## src/rtl/psum_drain_arbiter_pkg.sv

```systemverilog
// Shared types and default sizes for the psum drain arbiter.
// Cluster-level dimension macros fall back to standalone defaults when not supplied by the build.
`ifndef HWC_PE_CLUSTER_COLS
`define HWC_PE_CLUSTER_COLS 4
`endif
`ifndef HWC_PSUM_BUFFER_WIDTH
`define HWC_PSUM_BUFFER_WIDTH 16
`endif
`ifndef HWC_SIMD
`define HWC_SIMD 2
`endif

package psum_drain_arbiter_pkg;
    localparam int DEF_COLS        = `HWC_PE_CLUSTER_COLS;
    localparam int DEF_DATA_WIDTH  = `HWC_PSUM_BUFFER_WIDTH * `HWC_SIMD;
    localparam int DEF_BURST_WIDTH = 8;
    localparam int DEF_ADDR_WIDTH  = 10;
    localparam int PERF_WIDTH      = 16;

    typedef enum logic [2:0] {
        S_IDLE  = 3'd0,
        S_PICK  = 3'd1,
        S_BURST = 3'd2,
        S_FLUSH = 3'd3,
        S_FIN   = 3'd4
    } state_t;
endpackage

```

## src/rtl/psum_drain_arbiter_rr_pick.sv

```systemverilog
// Round-robin picker: first requesting column after i_last, wrapping, with i_last itself checked last.
// COLS is expected to be a power of two so index arithmetic wraps naturally.
module psum_drain_arbiter_rr_pick #(
    parameter int COLS = 4,
    localparam int IW  = $clog2(COLS)
) (
    input  logic [COLS-1:0] i_req,
    input  logic [IW-1:0]   i_last,
    output logic [IW-1:0]   o_grant,
    output logic            o_any
);
    logic [IW-1:0]   w_cand [COLS];
    logic [COLS-1:0] w_hit;

    generate
        for (genvar gi = 0; gi < COLS; gi++) begin : g_cand
            assign w_cand[gi] = i_last + IW'(gi + 1);
            assign w_hit[gi]  = i_req[w_cand[gi]];
        end
    endgenerate

    // Scan from the farthest candidate down so the nearest one wins.
    always_comb begin
        o_grant = i_last;
        o_any   = |w_hit;
        for (int k = COLS - 1; k >= 0; k--) begin
            if (w_hit[k]) o_grant = w_cand[k];
        end
    end
endmodule

```

## src/rtl/psum_drain_arbiter.sv

```systemverilog
// Drains per-column psum streams into one GLB write port, round-robin in fixed bursts.
// Optional stall counter enabled by defining PSUM_DRAIN_PERF_EN.
module psum_drain_arbiter
    import psum_drain_arbiter_pkg::*;
#(
    parameter int COLS        = DEF_COLS,
    parameter int DATA_WIDTH  = DEF_DATA_WIDTH,
    parameter int BURST_WIDTH = DEF_BURST_WIDTH,
    parameter int ADDR_WIDTH  = DEF_ADDR_WIDTH
) (
    input  logic                       clk,
    input  logic                       rst,
    input  logic                       en,
    input  logic                       conf_en,
    input  logic [COLS-1:0]            col_mask,
    input  logic [BURST_WIDTH-1:0]     burst_len,
    input  logic [BURST_WIDTH-1:0]     bursts_per_col,
    input  logic [COLS*ADDR_WIDTH-1:0] base_addr_packed,
    input  logic [COLS-1:0]            psum_valid_in,
    input  logic [COLS*DATA_WIDTH-1:0] psum_data_in_packed,
    output logic [COLS-1:0]            psum_ready_out,
    output logic                       glb_wr_en,
    output logic [ADDR_WIDTH-1:0]      glb_wr_addr,
    output logic [DATA_WIDTH-1:0]      glb_wr_data,
    input  logic                       glb_wr_ready,
    output logic [$clog2(COLS)-1:0]    grant_col,
    output logic                       busy,
    output logic                       done,
    output logic [PERF_WIDTH-1:0]      perf_stall_cnt
);
    localparam int IW = $clog2(COLS);

    state_t                 r_state;
    logic [IW-1:0]          r_rr_ptr;
    logic [IW-1:0]          r_grant;
    logic [ADDR_WIDTH-1:0]  r_addr [COLS];
    logic [BURST_WIDTH-1:0] r_rem  [COLS];
    logic [BURST_WIDTH-1:0] r_beat;
    logic [BURST_WIDTH-1:0] r_burst_len;
    logic                   r_wr_en;
    logic [ADDR_WIDTH-1:0]  r_wr_addr;
    logic [DATA_WIDTH-1:0]  r_wr_data;
    logic                   r_done;

    logic [DATA_WIDTH-1:0]  w_data [COLS];
    logic [ADDR_WIDTH-1:0]  w_base [COLS];
    logic [COLS-1:0]        w_req;
    logic [COLS-1:0]        w_req_after;
    logic [IW-1:0]          w_pick;
    logic                   w_any;
    logic                   w_stage_free;
    logic                   w_ready_g;
    logic                   w_xfer;
    logic                   w_last_beat;
    logic                   w_cfg_empty;

    assign w_stage_free = !r_wr_en || glb_wr_ready;
    assign w_ready_g    = en && (r_state == S_BURST) && w_stage_free;
    assign w_xfer       = w_ready_g && psum_valid_in[r_grant];
    assign w_last_beat  = (r_beat == r_burst_len - 1'b1);
    assign w_cfg_empty  = (col_mask == '0) || (burst_len == '0) || (bursts_per_col == '0);

    // w_req_after is the request vector as it will look once the current burst retires.
    generate
        for (genvar gi = 0; gi < COLS; gi++) begin : g_col
            assign w_data[gi]         = psum_data_in_packed[gi*DATA_WIDTH +: DATA_WIDTH];
            assign w_base[gi]         = base_addr_packed[gi*ADDR_WIDTH +: ADDR_WIDTH];
            assign w_req[gi]          = (r_rem[gi] != '0);
            assign w_req_after[gi]    = (r_grant == IW'(gi)) ? (r_rem[gi] > BURST_WIDTH'(1)) : w_req[gi];
            assign psum_ready_out[gi] = w_ready_g && (r_grant == IW'(gi));
        end
    endgenerate

    psum_drain_arbiter_rr_pick #(.COLS(COLS)) u_rr_pick (
        .i_req   (w_req),
        .i_last  (r_rr_ptr),
        .o_grant (w_pick),
        .o_any   (w_any)
    );

    always_ff @(posedge clk) begin
        if (rst) begin
            r_state     <= S_IDLE;
            r_rr_ptr    <= '0;
            r_grant     <= '0;
            r_beat      <= '0;
            r_burst_len <= '0;
            r_wr_en     <= 1'b0;
            r_wr_addr   <= '0;
            r_wr_data   <= '0;
            r_done      <= 1'b0;
            for (int c = 0; c < COLS; c++) begin
                r_addr[c] <= '0;
                r_rem[c]  <= '0;
            end
        end else if (en) begin
            r_done <= 1'b0;
            if (w_xfer) begin
                r_wr_en   <= 1'b1;
                r_wr_addr <= r_addr[r_grant];
                r_wr_data <= w_data[r_grant];
            end else if (glb_wr_ready) begin
                r_wr_en <= 1'b0;
            end

            case (r_state)
                S_IDLE: begin
                    if (conf_en) begin
                        r_burst_len <= burst_len;
                        for (int c = 0; c < COLS; c++) begin
                            if (col_mask[c]) begin
                                r_addr[c] <= w_base[c];
                                r_rem[c]  <= bursts_per_col;
                            end else begin
                                r_rem[c]  <= '0;
                            end
                        end
                        r_state <= w_cfg_empty ? S_FIN : S_PICK;
                    end
                end
                S_PICK: begin
                    r_grant <= w_pick;
                    r_beat  <= '0;
                    r_state <= w_any ? S_BURST : S_FLUSH;
                end
                S_BURST: begin
                    if (w_xfer) begin
                        r_addr[r_grant] <= r_addr[r_grant] + 1'b1;
                        r_beat          <= r_beat + 1'b1;
                        if (w_last_beat) begin
                            r_rem[r_grant] <= r_rem[r_grant] - 1'b1;
                            r_rr_ptr       <= r_grant;
                            r_state        <= (|w_req_after) ? S_PICK : S_FLUSH;
                        end
                    end
                end
                S_FLUSH: begin
                    if (w_stage_free) r_state <= S_FIN;
                end
                S_FIN: begin
                    r_done  <= 1'b1;
                    r_state <= S_IDLE;
                end
                default: r_state <= S_IDLE;
            endcase
        end
    end

    assign glb_wr_en   = r_wr_en;
    assign glb_wr_addr = r_wr_addr;
    assign glb_wr_data = r_wr_data;
    assign grant_col   = r_grant;
    assign busy        = (r_state != S_IDLE);
    assign done        = r_done;

`ifdef PSUM_DRAIN_PERF_EN
    logic [PERF_WIDTH-1:0] r_perf;
    logic                  w_stall;

    assign w_stall = ((r_state == S_BURST) || (r_state == S_FLUSH)) &&
                     (!psum_valid_in[r_grant] || (r_wr_en && !glb_wr_ready));

    always_ff @(posedge clk) begin
        if (rst) begin
            r_perf <= '0;
        end else if (en) begin
            if ((r_state == S_IDLE) && conf_en) r_perf <= '0;
            else if (w_stall && (r_perf != '1)) r_perf <= r_perf + 1'b1;
        end
    end

    assign perf_stall_cnt = r_perf;
`else
    assign perf_stall_cnt = '0;
`endif
endmodule
```

## config.mk

```make
export PLATFORM = sky130hd
export DESIGN_NAME = psum_drain_arbiter
export DESIGN_NICKNAME = d
export VERILOG_FILES = /design/src/rtl/psum_drain_arbiter_pkg.sv /design/src/rtl/psum_drain_arbiter_rr_pick.sv /design/src/rtl/psum_drain_arbiter.sv
export SDC_FILE = /design/constraint.sdc
export NUM_CORES = 1
export LEC_CHECK = 0
export BUFFER_PORTS_ARGS = -buffer_cell sky130_fd_sc_hd__buf_2
export CAP_MARGIN = 20
export CORE_MARGIN = 2
export CORE_UTILIZATION = 40
export CTS_CLUSTER_DIAMETER = 100
export DETAILED_ROUTE_END_ITERATION = 8
export GPL_ROUTABILITY_DRIVEN = 0
export GPL_TIMING_DRIVEN = 0
export PLACE_DENSITY = 0.66
export RECOVER_POWER = 25
export SLEW_MARGIN = 0
export SYNTH_ARGS = -nofsm -noshare
export SYNTH_HDL_FRONTEND = slang
export SYNTH_SLANG_ARGS = --single-unit
```

## constraint.sdc

```tcl
create_clock -name clk -period 5 [get_ports clk]
set_input_delay 0.5 -clock clk [delete_from_list [all_inputs] [get_ports clk]]
set_output_delay 0.5 -clock clk [all_outputs]
set_load 0.01 [all_outputs]
```

==> results.yml, run 1 <==
yosys:
  synth_cells: 780
  synth_seq_cells: 141
  yosys-top-cells-area: "edfxtp_1 28%, dfxtp_1 18%, mux4_2 15%, nand2_1 10%, o21ai_0 5.0%"
  synth_top_area_share_pct: 28.18
  synthAdderAreaFrac_pct: 0.6523
  ys_types: 60
  synth_edf_count: 72
  netlist_area_sq_mm: 0.007672
  synth_top_family_by_area: "simple AND/OR/NAND/NOR gates"
  synth_compound_area_share_pct: 11.73
  syn_area_per_cell_sq_um: 9.836
  ys.flop_type: "edfxtp_1"
  synth_top_cell_by_area: "edfxtp_1"
  yosys-mux-area-fraction_pct: 15.80
  synth-xor-area-share_pct: 3.196
  yosys_warnings: 0
  synth-simple-area-share_pct: 17.69
  yosysSeqAreaShare_pct: 46.18
  async_flop_share_pct: 0
placement:
  dp_hpwl_microns: 19650
  dpl.cell_count: 1276
  dpl_cell_area_sq_mm: 0.009258
  portBuffers: 247
hold_path:
  min_delay_path_depth: 3
  min_to: "r_burst_len[5]$_SDFFE_PP0P_"
  hold_path_class: "in2reg"
  min-delay-start: "burst_len[5]"
critical_path:
  r2r_cells: 6
  cp-end-kind: "flip-flop"
  rrSetupSlack_ns: 1.44
  worstPathArrival_ns: 3.62
  worst_ep_required_time_ns: 5.07
  r2r_start: "grant_col[1]$_SDFFE_PP0P_"
  critPathKind: "reg2reg"
  cp_max_fo: 9
  crit_path_start_kind: "flip-flop"
  r2r-end: "r_rem[3][0]$_DFFE_PP_"
power_and_ir_drop:
  clockPowerShare_pct: 41.1
  sequentialPowerShare_pct: 43.3
  p_leak_nw: 3.691
  ir_worst_vdd_v: 0.0002392
  comb_power_share_pct: 15.6
  switching_power_w: 0.0008056
  p_int_w: 0.002211
  power-per-cell-area_mw_per_mm2: 308.8
  swShare_pct: 26.70
sta:
  worstMarginPinSlew_ns: 0.8575
  min_period_ns: 3.555
  fmax_ghz: 0.2813
  finClkSkew_ns: 0.007164
  tns_ns: 0
  relSlewSlack_pct: 42.83
  final-setup-viol-count: 0
  slew_viol_final: 0
  period_share_pct: 71.10
  rsz0062_at_grt: "no"
  timing_hold_violations_final: 0
grt:
  antenna_found_initial: 3
  grt-ovfl-total: 0
  grt_pass1_wl_microns: 36840
  grt_usage_pct: 24.37
  grt_max_degree: 17
  grt_pass1_vias: 6829
routing:
  wl_per_cell_microns: 19.33
  ant_nets: 0
  drc_errors: 0
  drtIter0Drc: 527
  first_pass_iters: 7
  vias: 7147
  avgViaCountPerCell: 5.456
  drt_wl_total_microns: 25320
cts:
  path_clk_slew_ns: 0.06
  clock_sinks: 141
  cts_tree: "yes"
  clk_path_buf_depth: 2
  cts-root-buf: "clkbuf_16"
  cts_setup_buffers: 0
  insertion_delay_ns: 0.43
  cts_hold_buf: 0
  cts-resized-gates: 0
  cts_htree_levels: 4
  cts_buffers: 17
flow_run:
  max_cap_violations: 0
die:
  fp-row-count: 50
  die_y_microns: 142.5
  die_width_microns: 142.5
  top_level_ports: 264
  core_sq_mm: 0.01877
  start_util_pct: 40.88
  fp.dieArea_sq_mm: 0.02030
outcome:
  status: "finished clean"
cells_and_area:
  design_area_sq_mm: 0.009771
  final_nets: 1262
  layout-drive-gt1-share_pct: 28.86
  area_growth_pct: 27.35
  stdcell_count: 1310
power by group through the flow:
stage	clock, W	combinational, W	sequential [W]
after CTS	0.00124	0.000473	0.00131
after global routing	0.00130	0.000512	0.00131
after detailed placement	0	0.000471	0.00133
final	0.00124	0.000471	0.00131
after global placement	0	0.000466	0.00133
after floorplan	0	0.000280	0.00132
logic make-up (layout without fill, tap and decap cells):
kind of cell,after synthesis,in the layout
AO/OA/AOI/OAI,161,161
adder cells (fa/ha/maj),4,4
multiplexers,56,56
other,1,18
flip-flops,141,141
buffers and inverters,74,353
AND/OR/NAND/NOR,315,315
XOR/XNOR,28,28
area by class of cell:
cell class	instances	area [sq um]
Fill cell	1789	8997
Multi-Input combinational cell	580	3825
Sequential cell	141	3543
Timing Repair Buffer	247	1175
Clock buffer	17	425.4
Buffer	67	331.6
Tap cell	234	292.8
Clock inverter	15	146.4
Inverter	7	26.28
Antenna cell	2	5.005
cell usage after synthesis, types with 10 or more instances:
cell and count:
xor2_1 18, buf_4 18, nor2_1 35, edfxtp_1 72, o21ai_0 76, nand3_1 18
clkbuf_1 36, nand2_1 206, mux4_2 52, dfxtp_1 69, nor3_1 12, xnor2_1 10
a21oi_1 62
flip-flops by register name (all words and copies together) (netlist names), named ones only:
| register | cells |
|---|---|
| glb_wr_en | 1 |
| r_addr | 40 |
| r_rr_ptr | 2 |
| done | 1 |
| grant_col | 2 |
| r_burst_len | 8 |
| glb_wr_data | 32 |
| r_beat | 8 |
| r_state | 3 |
| r_rem | 32 |
| glb_wr_addr | 10 |
worst max path at each step:
stage                                           start                     to  slack, ns  cells after the start
after global placement      grant_col[1]$_SDFFE_PP0P_  r_rem[3][2]$_DFFE_PP_       1.40                      6
after floorplan           r_burst_len[0]$_SDFFE_PP0P_  r_rem[3][0]$_DFFE_PP_       2.43                      8
after global routing        grant_col[1]$_SDFFE_PP0P_  r_rem[3][0]$_DFFE_PP_       1.25                      6
final                       grant_col[1]$_SDFFE_PP0P_  r_rem[3][0]$_DFFE_PP_       1.44                      6
after CTS                   grant_col[1]$_SDFFE_PP0P_  r_rem[3][0]$_DFFE_PP_       1.43                      6
after detailed placement    grant_col[1]$_SDFFE_PP0P_  r_rem[3][1]$_DFFE_PP_       1.43                      6
placed cells by master (no fill, tap or decap), drive strengths merged, types with 2 or more instances in the layout:
| cell type | Yosys | final |
|---|---|---|
| xnor2 | 10 | 10 |
| clkinvlp | 0 | 4 |
| nor3 | 12 | 12 |
| o21ai | 76 | 76 |
| a21o | 2 | 2 |
| and2 | 2 | 2 |
| o2111ai | 2 | 2 |
| a21oi | 62 | 62 |
| bufinv | 0 | 2 |
| nand2 | 206 | 206 |
| xor2 | 18 | 18 |
| nand2b | 3 | 3 |
| mux4 | 52 | 52 |
| and3 | 10 | 10 |
| nand3 | 19 | 19 |
| mux2i | 3 | 3 |
| diode | 0 | 2 |
| nor2b | 5 | 5 |
| and3b | 2 | 2 |
| buf | 30 | 226 |
| ha | 4 | 4 |
| a311oi | 2 | 2 |
| nand4 | 4 | 4 |
| edfxtp | 72 | 72 |
| clkinv | 0 | 6 |
| and4 | 2 | 2 |
| dfxtp | 69 | 69 |
| inv | 7 | 10 |
| nor2 | 35 | 35 |
| clkbuf | 37 | 105 |
| a31oi | 2 | 2 |
| nor4 | 7 | 7 |
| conb | 1 | 16 |
per-stage QoR:
stage	utilization, %	total power (W)	setup slack (ns)	hold WS (ns)
after floorplan	-	0.001605	2.427	0.4488
after global placement	49.33	0.001794	1.404	0.4387
after detailed placement	49.33	0.001801	1.428	0.4456
after CTS	52.37	0.003022	1.427	0.3196
after global routing	52.06	0.003120	1.246	0.3301
final	52.06	0.003017	1.445	0.3247
layer usage:
layer | share of wire, % | GRT usage (%) | up-vias
met1 | 39 | 29.81 | 3385
met3 | 8.5 | 5.855 | 50
met2 | 48 | 40.61 | 355
li1 | - | - | 3355
met5 | 0.047 | 0 | -
met4 | 3.8 | 11.57 | 2
worst max-delay path, cell delays in order (launching register included):
cell       delay [ns]
dfxtp_1          0.36
clkbuf_1         0.50
mux4_2           0.37
nand3_2          0.26
a2111oi_4        0.67
nand3_1          0.49
nand2_1          0.53
Power figures use the tool's default switching activity.
==> inputs of run 2 (changes only) <==
--- a/config.mk
+++ b/config.mk
@@ -13,7 +13,7 @@
 export DETAILED_ROUTE_END_ITERATION = 8
 export GPL_ROUTABILITY_DRIVEN = 0
 export GPL_TIMING_DRIVEN = 0
-export PLACE_DENSITY = 0.66
+export PLACE_DENSITY = 0.69
 export RECOVER_POWER = 25
 export SLEW_MARGIN = 0
 export SYNTH_ARGS = -nofsm -noshare
==> constraint.sdc (replaced) <==
create_clock -name clk -period 3.1 [get_ports clk]
set_input_delay 0.31 -clock clk [delete_from_list [all_inputs] [get_ports clk]]
set_output_delay 0.31 -clock clk [all_outputs]
set_load 0.01 [all_outputs]
==> run 2 against run 1 <==
Utilization up 0.21 points. Global-route usage rose by 0.40 points. Power grew 60%. Combinational power grew 63%. Critical endpoint is now r_rem[3][7]$_DFFE_PP_. Highest routed layer unchanged.
==> results.yml, run 2 (synthesis results as in run 1) <==
critical_path:
  r2r_cells: 8
  r2r-end: "r_rem[3][7]$_DFFE_PP_"
  cp-end-kind: "flip-flop"
  cp_max_fo: 10
  worstPathArrival_ns: 3.07
  rrSetupSlack_ns: 0.18
  critPathKind: "reg2reg"
  crit_path_start_kind: "flip-flop"
  worst_ep_required_time_ns: 3.26
routing:
  first_pass_iters: 5
  wl_per_cell_microns: 19.59
  ant_nets: 0
  avgViaCountPerCell: 5.489
  vias: 7196
  drt_wl_total_microns: 25690
  drtIter0Drc: 650
  drc_errors: 0
sta:
  fmax_ghz: 0.3426
  min_period_ns: 2.919
  period_share_pct: 94.15
  slew_viol_final: 0
  relSlewSlack_pct: 45.88
  final-setup-viol-count: 0
  finClkSkew_ns: 0.01015
  timing_hold_violations_final: 0
  worstMarginPinSlew_ns: 0.8118
  hold-worst-slack_ns: 0.1554
cells_and_area:
  layout_commonest_cell: "buf_2"
  fill_cells: 1777
  area_growth_pct: 27.85
  final_cell_mix: "202 x buf_2, 196 x nand2_1, 84 x clkbuf_1"
  stdcell_count: 1311
  layout-drive-gt1-share_pct: 30.39
  multi_input_area_sq_mm: 0.003855
  final_nets: 1264
  final-seq-area_sq_mm: 0.003543
  largest_reg_flops: 40
  top_register: "r_addr"
cts:
  cts-root-buf: "clkbuf_16"
  clk_path_buf_depth: 2
  path_clk_slew_ns: 0.06
  cts_hold_buf: 0
  clock_sinks: 141
  insertion_delay_ns: 0.43
  cts_buffers: 17
  cts_htree_levels: 4
  cts_tree: "yes"
placement:
  dp_hpwl_microns: 19810
  portBuffers: 247
  dpl.cell_count: 1276
die:
  start_util_pct: 40.88
  die_y_microns: 142.5
  fp.dieArea_sq_mm: 0.02030
  core_sq_mm: 0.01877
  fp-row-count: 50
  top_level_ports: 264
  die_width_microns: 142.5
grt:
  grt_usage_pct: 24.76
  grt_pass1_wl_microns: 37580
  grt-ovfl-total: 0
  grt_pass1_vias: 7025
  antenna_found_initial: 3
  grt_max_degree: 17
power_and_ir_drop:
  sequentialPowerShare_pct: 43.6
  power_w: 0.004831
  clockPowerShare_pct: 40.5
  p_int_w: 0.003502
  comb_power_share_pct: 15.9
  switching_power_w: 0.001329
  p_leak_nw: 3.712
  power-per-cell-area_mw_per_mm2: 492.4
  ir_worst_vdd_v: 0.0003434
  swShare_pct: 27.51
hold_path:
  hold_path_class: "in2reg"
  min_to: "r_addr[3][2]$_DFFE_PP_"
  min_delay_path_depth: 3
  min-delay-start: "base_addr_packed[32]"
flow_run:
  max_cap_violations: 0
outcome:
  status: "finished clean"
-- run 2: changes by cell type in the layout (fill, tap and decap cells not counted), moves of 2 or more --
cell,delta
nand2_1,-10
nand2_2,+10
clkinv_4,+4
clkbuf_1,-3
buf_4,+2
clkbuf_2,+2
clkinv_2,-2
-- run 2: worst max path at each step --
| stage | to | cells after the start |
|---|---|---|
| floorplan | r_rem[3][0]$_DFFE_PP_ | 8 |
| global placement | r_rem[3][2]$_DFFE_PP_ | 6 |
| detailed placement | r_rem[3][1]$_DFFE_PP_ | 6 |
| CTS | r_addr[0][3]$_DFFE_PP_ | 7 |
| global route | r_addr[0][3]$_DFFE_PP_ | 7 |
| finish | r_rem[3][7]$_DFFE_PP_ | 8 |
-- run 2: critical path, cell delays in order, from the launching register on --
cell and delay [ns]:
dfxtp_1 0.32, clkbuf_2 0.30, buf_1 0.56, mux4_2 0.43, nor3_1 0.26, nand2_1 0.14, nor3_1 0.27, xnor2_1 0.23
o21ai_0 0.14
-- run 2: power groups by stage --
| stage | Clock, W | Combinational (W) | Sequential, W |
|---|---|---|---|
| floorplan | 0 | 0.000452 | 0.00214 |
| global placement | 0 | 0.000753 | 0.00214 |
| detailed placement | 0 | 0.000761 | 0.00214 |
| CTS | 0.00197 | 0.000770 | 0.00210 |
| global route | 0.00206 | 0.000838 | 0.00211 |
| finish | 0.00196 | 0.000767 | 0.00211 |
-- run 2: routing by layer --
metal / share of wire (%) / GRT usage, %
met5: 0.051 / 0
met4: 2.7 / 9.797
met3: 9.9 / 6.427
met2: 50 / 43.65
met1: 37 / 28.75
-- run 2: final cells by class --
class	instances	area share, %
diodes	1	0.02551
plain buffers	67	3.418
clock buffers	17	4.337
clock inverters	15	1.416
inverters	7	0.2679
multi-input cells	580	39.30
flip-flops and latches	141	36.12
well taps	234	2.985
repair buffers	249	12.13
-- run 2: what timing repair did --
| item | CTS | global route |
|---|---|---|
| cloned | 0 | 0 |
| gates resized for setup | 9 | 5 |
| hold endpoints to repair | 0 | 0 |
| buffers inserted | 2 | 0 |
| pin swaps | 1 | 0 |
| setup endpoints to repair | 55 | 40 |
-- run 2: stage by stage --
stage / area (sq um) / utilization (%) / setup slack, ns / setup TNS, ns
detailed placement: 9258 / 49.33 / -0.5364 / -14.61
global route: 9807 / 52.25 / -0.001647 / -0.003039
finish: 9809 / 52.27 / 0.1814 / 0
global placement: 9258 / 49.33 / -0.5131 / -15.45
floorplan: 7729 / - / 0.5268 / 0
CTS: 9861 / 52.54 / 0.0004599 / 0
